`config.mk`:
```
export PLATFORM = sky130hd
export DESIGN_NAME = pixel_shifter
export DESIGN_NICKNAME = d
export VERILOG_FILES = /design/src/rtl/kangaroo_pkg.sv /design/src/rtl/ls299.sv /design/src/rtl/pixel_shifter.sv
export SDC_FILE = /design/constraint.sdc
export NUM_CORES = 1
export LEC_CHECK = 0
export BUFFER_PORTS_ARGS = -buffer_cell sky130_fd_sc_hd__buf_4
export CORE_UTILIZATION = 46
export CTS_CLUSTER_SIZE = 20
export DETAILED_ROUTE_END_ITERATION = 10
export GPL_ROUTABILITY_DRIVEN = 0
export PLACE_DENSITY = 0.73
export SLEW_MARGIN = 20
export SYNTH_ARGS = -nofsm -noshare
export SYNTH_HDL_FRONTEND = slang
export SYNTH_SLANG_ARGS = --single-unit
```
`constraint.sdc`:
```
create_clock -name CLK -period 1.7 [get_ports CLK]
set_input_delay 0.34 -clock CLK [delete_from_list [all_inputs] [get_ports CLK]]
set_output_delay 0.34 -clock CLK [all_outputs]
set_load 0.03 [all_outputs]
```
`src/rtl/kangaroo_pkg.sv`:
```
// Shared definitions for the pixel serializer path.
// Holds default geometry and the universal shift-register mode encoding,
// which follows the LS299 S1/S0 select pins (00 hold, 01 right, 10 left, 11 load).
package kangaroo_pkg;

  localparam int unsigned PIX_WIDTH  = 8;
  localparam int unsigned PIX_PLANES = 2;

  typedef enum logic [1:0] {
    SR_HOLD = 2'b00,
    SR_SHR  = 2'b01,
    SR_SHL  = 2'b10,
    SR_LOAD = 2'b11
  } sr_mode_t;

  // Map pixel enable / load strobe / flip into a shift-register mode.
  function automatic sr_mode_t sr_mode_decode(input logic en, input logic ld,
                                              input logic flip);
    sr_mode_t m;
    m = SR_HOLD;
    if (ld)        m = SR_LOAD;
    else if (en)   m = flip ? SR_SHR : SR_SHL;
    return m;
  endfunction

endpackage

```
`src/rtl/ls299.sv`:
```
// Universal shift register modelled on the 74LS299.
// Ports:
//   CLK   - clock, all updates on rising edge
//   _CLR  - asynchronous active-low clear
//   mode  - hold / shift right / shift left / parallel load
//   sin_r - serial bit entering at the MSB on a right shift
//   sin_l - serial bit entering at the LSB on a left shift
//   din   - parallel load data
//   q     - register contents
module ls299
  import kangaroo_pkg::*;
#(
  parameter int unsigned WIDTH = 8
) (
  input  logic             CLK,
  input  logic             _CLR,
  input  sr_mode_t         mode,
  input  logic             sin_r,
  input  logic             sin_l,
  input  logic [WIDTH-1:0] din,
  output logic [WIDTH-1:0] q
);

  // Mode-selected register update.
  always_ff @(posedge CLK or negedge _CLR) begin
    if (!_CLR) begin
      q <= '0;
    end else begin
      case (mode)
        SR_SHR:  q <= {sin_r, q[WIDTH-1:1]};
        SR_SHL:  q <= {q[WIDTH-2:0], sin_l};
        SR_LOAD: q <= din;
        default: q <= q;
      endcase
    end
  end

endmodule

```
`src/rtl/pixel_shifter.sv`:
```
// Video pixel serializer: loads one byte per bitplane and shifts one pixel
// out per enabled clock. FLIP selects LSB-first output to undo a screen flip.
// Ports:
//   CLK    - clock
//   _CLR   - asynchronous active-low clear
//   PIX_EN - pixel clock enable
//   SYNC   - line-start alignment, forces a load on the next enabled edge
//   FLIP   - 0 MSB-first (shift left), 1 LSB-first (shift right)
//   D      - plane bytes, plane p at D[p*WIDTH +: WIDTH]
//   PIX    - current pixel, bit p from plane p (combinational select)
//   LD     - fetch strobe, high when the current enabled edge loads D
module pixel_shifter
  import kangaroo_pkg::*;
#(
  parameter int unsigned WIDTH  = PIX_WIDTH,
  parameter int unsigned PLANES = PIX_PLANES
) (
  input  logic                    CLK,
  input  logic                    _CLR,
  input  logic                    PIX_EN,
  input  logic                    SYNC,
  input  logic                    FLIP,
  input  logic [PLANES*WIDTH-1:0] D,
  output logic [PLANES-1:0]       PIX,
  output logic                    LD
);

  localparam int unsigned CNT_W = $clog2(WIDTH);
  localparam logic [CNT_W-1:0] CNT_LAST = CNT_W'(WIDTH - 1);

  logic [CNT_W-1:0] cnt;
  sr_mode_t         mode;
  logic [WIDTH-1:0] sr [PLANES];

  // Load strobe; gated by _CLR so it stays low while clear is held.
  assign LD = _CLR & PIX_EN & (SYNC | (cnt == CNT_LAST));

  assign mode = sr_mode_decode(PIX_EN, LD, FLIP);

  // Pixel counter: cleared only by a load, never wraps on its own.
  always_ff @(posedge CLK or negedge _CLR) begin
    if (!_CLR) begin
      cnt <= '0;
    end else if (LD) begin
      cnt <= '0;
    end else if (PIX_EN) begin
      cnt <= cnt + CNT_W'(1);
    end
  end

  // One shift register per plane; output end follows FLIP immediately.
  for (genvar p = 0; p < int'(PLANES); p++) begin : g_plane
    ls299 #(.WIDTH(WIDTH)) u_sr (
      .CLK   (CLK),
      ._CLR  (_CLR),
      .mode  (mode),
      .sin_r (1'b0),
      .sin_l (1'b0),
      .din   (D[p*WIDTH +: WIDTH]),
      .q     (sr[p])
    );
    assign PIX[p] = FLIP ? sr[p][0] : sr[p][WIDTH-1];
  end

endmodule

```
-- Yosys cells after proc, flatten, opt, wreduce, memory -nomap -nowiden
Index checks and enable logic that the tools add are counted.
- mux-type cells: 9
- reductions and logical operators: 2
- add/subtract/negate cells: 1
- equality and inequality tests: 4
- bitwise logic cells: 3
- operators with widths (kind ; count):
    $pmux 8 s3 ; 2
    $mux 2 ; 3
    $mux 3 ; 2
    $eq 2x2->1 const B ; 2
    $add 3x1->3 const B ; 1
    $eq 3x3->1 const B ; 1
    $reduce_bool 3->1 ; 1
    $and 1x1->1 ; 2
    $eq 2x1->1 const B ; 1
    $mux 1 ; 2
    $reduce_bool 2->1 ; 1
    $or 1x1->1 ; 1
- output and inout bits: 3
- input port bits: 21
- word-level logic and storage cells: 22
- flip-flop bits (word level): 19

-- Logic depth before layout (Yosys ltp)
- depth in word-level cells: 6
- gate-level depth with buffers: 6
- mapped depth without buffers: 5

-- Hierarchy
From an unflattened synthesis, not the netlist that was laid out.
- cells, all modules: 58
- area total of the unflattened synthesis: 1017.2 sq um
- by module, submodules not included (module ; sequential area each (sq um) ; area each (sq um) ; cells an instance ; times used):
    ls299 ; 200.2 ; 402.9 ; 18 ; 2
    pixel_shifter ; 75.1 ; 211.5 ; 22 ; 1

-- Least setup slack after synthesis
OpenSTA, ideal clock, no wires.
- path kind: register to register
- from: register cnt[0]
- to: register g_plane[0].u_sr.q[3]
- path buffers: 1
- data arrival time: 1.457 ns
- path slack: 0.110 ns
- library setup time: 0.133 ns
- stages on the path, launching flop included: 7
- required time: 1.567 ns
- clock period less this slack: 1.590 ns
- path through: dfrtp_1 ha_1 ha_1 o211a_4 buf_2 a22oi_1 o21ai_0
- longest elaborated chain between the ends: 6
- elaborated cells between the ends (all ways): 9
- those cells by class: eq/ne: 4; mux: 2; bitwise: 2; reduce/logical: 1
- ends and longest elaborated chain (what ; line ; RTL):
    start, declared ; pixel_shifter.sv:31 ; logic [CNT_W-1:0] cnt;
    start signal, assigned ; pixel_shifter.sv:47 ; cnt <= cnt + CNT_W'(1);
    $eq 3x3->1 (*) ; pixel_shifter.sv:36 ; assign LD = _CLR & PIX_EN & (SYNC | (cnt == CNT_LAST));
    $or 1x1->1 (*) ; pixel_shifter.sv:36 ;
    $and 1x1->1 (*) ; pixel_shifter.sv:36 ;
    via LD ; pixel_shifter.sv:25 ; output logic LD
    $mux 2 (*) ; kangaroo_pkg.sv:21 ; if (ld) m = SR_LOAD;
    $eq 2x2->1 / $eq 2x1->1 (equally long branches) ; ls299.sv:29 ; case (mode)
    $pmux 8 s3 / $reduce_bool 3->1 (equally long branches) ; n/a ;
    end signal, assigned ; ls299.sv:30 ; SR_SHR: q <= {sin_r, q[WIDTH-1:1]};
    end signal, assigned ; ls299.sv:31 ; SR_SHL: q <= {q[WIDTH-2:0], sin_l};
    end signal, assigned ; ls299.sv:32 ; SR_LOAD: q <= din;
    end, declared ; ls299.sv:21 ; output logic [WIDTH-1:0] q
Mark *: on every way through the listed nets, which the timed path passes. The rest lies on a longest branch.
A chain may end at the register's enable or synchronous reset.

-- Final worst setup path
- from: register cnt[1]
- to: output LD
- longest elaborated chain between the ends: 3
- ends and longest elaborated chain (what ; line):
    $eq 3x3->1 ; pixel_shifter.sv:36
    $or 1x1->1 ; pixel_shifter.sv:36
    $and 1x1->1 ; pixel_shifter.sv:36
    end, declared ; pixel_shifter.sv:25
No other way between the ends.

==> results by stage <==
Setup path:
- The nature of the critical path startpoint is a flop.
- Data on the critical path arrives at its endpoint at 1.43 ns.
- The worst setup path is of the reg -> out kind.
- The category of the worst setup path capture point is an output pin.
- The highest fanout seen on the critical path is 2.
- For the worst setup path, the data required time is 1.36 ns.

Finish:
- Compared with the post-synthesis result, the final layout area differs by 27.2%.
- The post-route netlist has 33.9% of its cells at a drive strength greater than 1.
- The net count of the finished layout is 139.
- The filler-free cell count of the finished design is 142.
- Once layout is complete, the utilization of the core stands at 62.9%.
- The number of antenna repair diodes is 0.
- The most common cell after layout, fill and taps aside is sky130_fd_sc_hd__buf_4.
- The top cell types in the final layout, fill and taps aside, are 27 x sky130_fd_sc_hd__buf_4, 19 x sky130_fd_sc_hd__dfrtp_1, 14 x sky130_fd_sc_hd__mux2i_1.
- Fill cells in the final layout number 174.

STA:
- Setup total negative slack on the finished layout was measured at -0.0654 ns.
- The final-report setup violation count is 1.
- At the pin with the least slew margin, the transition time is 0.463 ns.
- Static timing analysis puts the maximum clock frequency at 0.566 GHz.
- The final count of pins violating max slew is 0.
- Across all setup checks in the final design, the least slack found is -0.0654 ns.
- The post-route clock period utilization is 104%.
- The worst hold slack after final layout is 0.0211 ns.
- Between clock sinks in the finished design, the worst skew comes to 0.0128 ns.
- The worst path in the final design needs a cycle of 1.77 ns, including I/O delays and setup.
- The total count of hold-check failures in the final report was 0.
- In this run the tightest slew margin relative to its limit is 69.1%.
- Setup repair after global routing could not meet its margin everywhere.

Synthesis:
- Averaged over all synthesized cells, the footprint is 11.2 sq um.
- The count of warnings emitted by yosys is 0.
- After synthesis the netlist holds a flip-flop and latch count of 19.
- The number of distinct standard cells referenced by the synthesized netlist is 18.
- The number of instances in the synthesized netlist is 88.
- The synthesized netlist occupies a cell area of 990 sq um.
- For this run, the register share of the synthesized area comes to 48.0%.
- The total nets after synthesis is 111.

Power and ir drop:
- The maximum VDD drop is 0.643 mV.
- In this run the static leakage power is 0.000599 uW.
- The total power density per cell area is 1010 nW/um^2.
- The completed layout was analyzed and its total power is 1280 uW.

Min path:
- The class of the tightest hold or removal check is in -> async.

Clock network:
- TritonCTS built the clock tree.
- The clock drives 19 sinks.
- The clock latency on the worst-skew pair is 0.29 ns.
- The number of buffers added by the clock tree synthesis step is 3.
- The tree is rooted in a sky130_fd_sc_hd__clkbuf_4.
- CTS built an H-tree with a depth of 1.
- After clock tree synthesis, the clock-pin slew on the worst setup and hold paths is 0.12 ns.
- The clock passes through at most 2 buffers.

Floorplanning:
- The initialized floorplan defines 16 standard-cell rows.
- The total die area is 2340 sq um.
- 24 I/O pins were placed.
- The height of the chip is 48.4 microns.
- The area of the core is 2000 sq um.
- The die outline width is 48.4 microns.
- The initial utilization of the core area, before any placement, comes to 49.4%.

Route:
- The average wire per standard cell is 15.0 microns.
- The detail route stage leaves a number of antenna-violating nets equal to 0.
- The DRC violation count after routing is 0.
- Using the TritonRoute via totals, the vias-per-cell ratio works out to 5.61.
- The detailed router finished its first iteration with 23 violations.
- Summed over all layers, the routed wires come to 2140 microns.
- Summing over every cut layer, the via total after detailed routing is 797.
- The first-pass detailed-route iteration total is 4.

GRT:
- The initial antenna violation count is 0.
- The first global-routing pass estimated 3600 microns of wire.
- For this run the aggregate overflow at the end of global routing stands at 0.
- In the global route stage, overall resource usage came out at 19.9%.
- The pin count of the biggest net entering global routing is 19.
- The via count of the first global-routing pass is 749.

Job:
- Max-cap violations in this run came to 0.

Place:
- Input and output buffers added on the ports amount to 23.
- Detailed placement ended at an HPWL of 1340 microns.
- The cell total after placement is 132.

Status:
- The run finished, with violations left.
- The checks that failed: negative setup slack.
cells in the mapped netlist:
cell / n / area share (%)
sky130_fd_sc_hd__ha_1: 2 / 2.5
sky130_fd_sc_hd__a22oi_1: 12 / 9.1
sky130_fd_sc_hd__a221o_1: 4 / 4.0
sky130_fd_sc_hd__nor3_1: 2 / 1.0
sky130_fd_sc_hd__buf_4: 2 / 1.5
sky130_fd_sc_hd__nor2_1: 5 / 1.9
sky130_fd_sc_hd__buf_6: 2 / 2.3
sky130_fd_sc_hd__mux2_2: 2 / 2.3
sky130_fd_sc_hd__o211a_4: 1 / 1.8
sky130_fd_sc_hd__dfrtp_1: 19 / 48
sky130_fd_sc_hd__buf_2: 2 / 1.0
sky130_fd_sc_hd__nand2_1: 3 / 1.1
sky130_fd_sc_hd__inv_1: 1 / 0.38
sky130_fd_sc_hd__nand3_1: 2 / 1.0
sky130_fd_sc_hd__clkbuf_1: 1 / 0.38
sky130_fd_sc_hd__mux2i_1: 14 / 14
sky130_fd_sc_hd__xnor2_1: 1 / 0.89
sky130_fd_sc_hd__o21ai_0: 13 / 6.6
cells by family after synthesis:
group | Yosys count | synth area share (%)
xor+xnor | 1 | 0.885
simple gates | 12 | 5.06
fa+ha+maj | 2 | 2.53
compound gates | 30 | 21.5
buf+inv | 8 | 5.56
mux | 16 | 16.4
flops | 19 | 48.0
state kept, by name, indices dropped and copies added, names as in the netlist:
register,flops
cnt,3
g_plane.u_sr.q,16
power by group:
group	switching (uW)	internal, uW
clock	141	87.4
combinational	175	224
sequential	87.7	560
total	404	871
through the flow:
| step | worst slack (ns) | instance area [sq um] |
|---|---|---|
| after floorplan | 0.110 | 990 |
| final | -0.0654 | 1260 |
| after global placement | 0.0813 | 1150 |
| after global routing | -0.114 | 1260 |
| after CTS | -0.0827 | 1240 |
| after detailed placement | 0.0590 | 1150 |
worst max-delay path, cell delays in order (launching register included):
cell                      delay [ns]
sky130_fd_sc_hd__dfrtp_1        0.40
sky130_fd_sc_hd__ha_2           0.20
sky130_fd_sc_hd__ha_4           0.16
sky130_fd_sc_hd__o211a_4        0.23
sky130_fd_sc_hd__buf_6          0.13
final timing paths:
kind                                       from              endpoint  slack, ns  cells past startpoint
min reg2reg                g_plane[0].u_sr.q[0]  g_plane[0].u_sr.q[0]       0.55                      1
max                                      cnt[1]                    LD      -0.07                      4
min in group CLK                           D[3]  g_plane[0].u_sr.q[3]       0.26                      3
max reg2reg                              cnt[1]  g_plane[0].u_sr.q[7]       0.11                      5
min                                        _CLR  g_plane[0].u_sr.q[7]       0.02                      2
max in group asynchronous                  _CLR  g_plane[1].u_sr.q[6]       0.95                      2
cell type report:
type                            count  area [sq um]  share of cell area [%]
Inverter                            1          3.75                   0.298
Sequential cell                    19           475                    37.8
Timing Repair Buffer               29           224                    17.8
Multi-Input combinational cell     62           494                    39.3
Tap cell                           27          33.8                    2.68
Clock inverter                      1          5.00                   0.398
Clock buffer                        3          22.5                    1.79
timing repair:
action                                  4_1_cts  5_1_grt
gates resized for setup                       4        2
hold buffers                                  1        0
endpoints found under the setup margin        1        8
cloned                                        1        0
setup buffers                                 3        1
pin swaps                                     1        3
hold endpoints to repair                      6        0
per-layer routing:
metal	global-route usage (%)	share of wire, %	vias to the layer above
met5	0	0	-
met4	4.41	0.61	0
met3	4.40	5.2	2
met2	28.6	45	19
met1	30.5	49	389
li1	-	-	387
No activity file was read; power rests on OpenSTA's default activity.
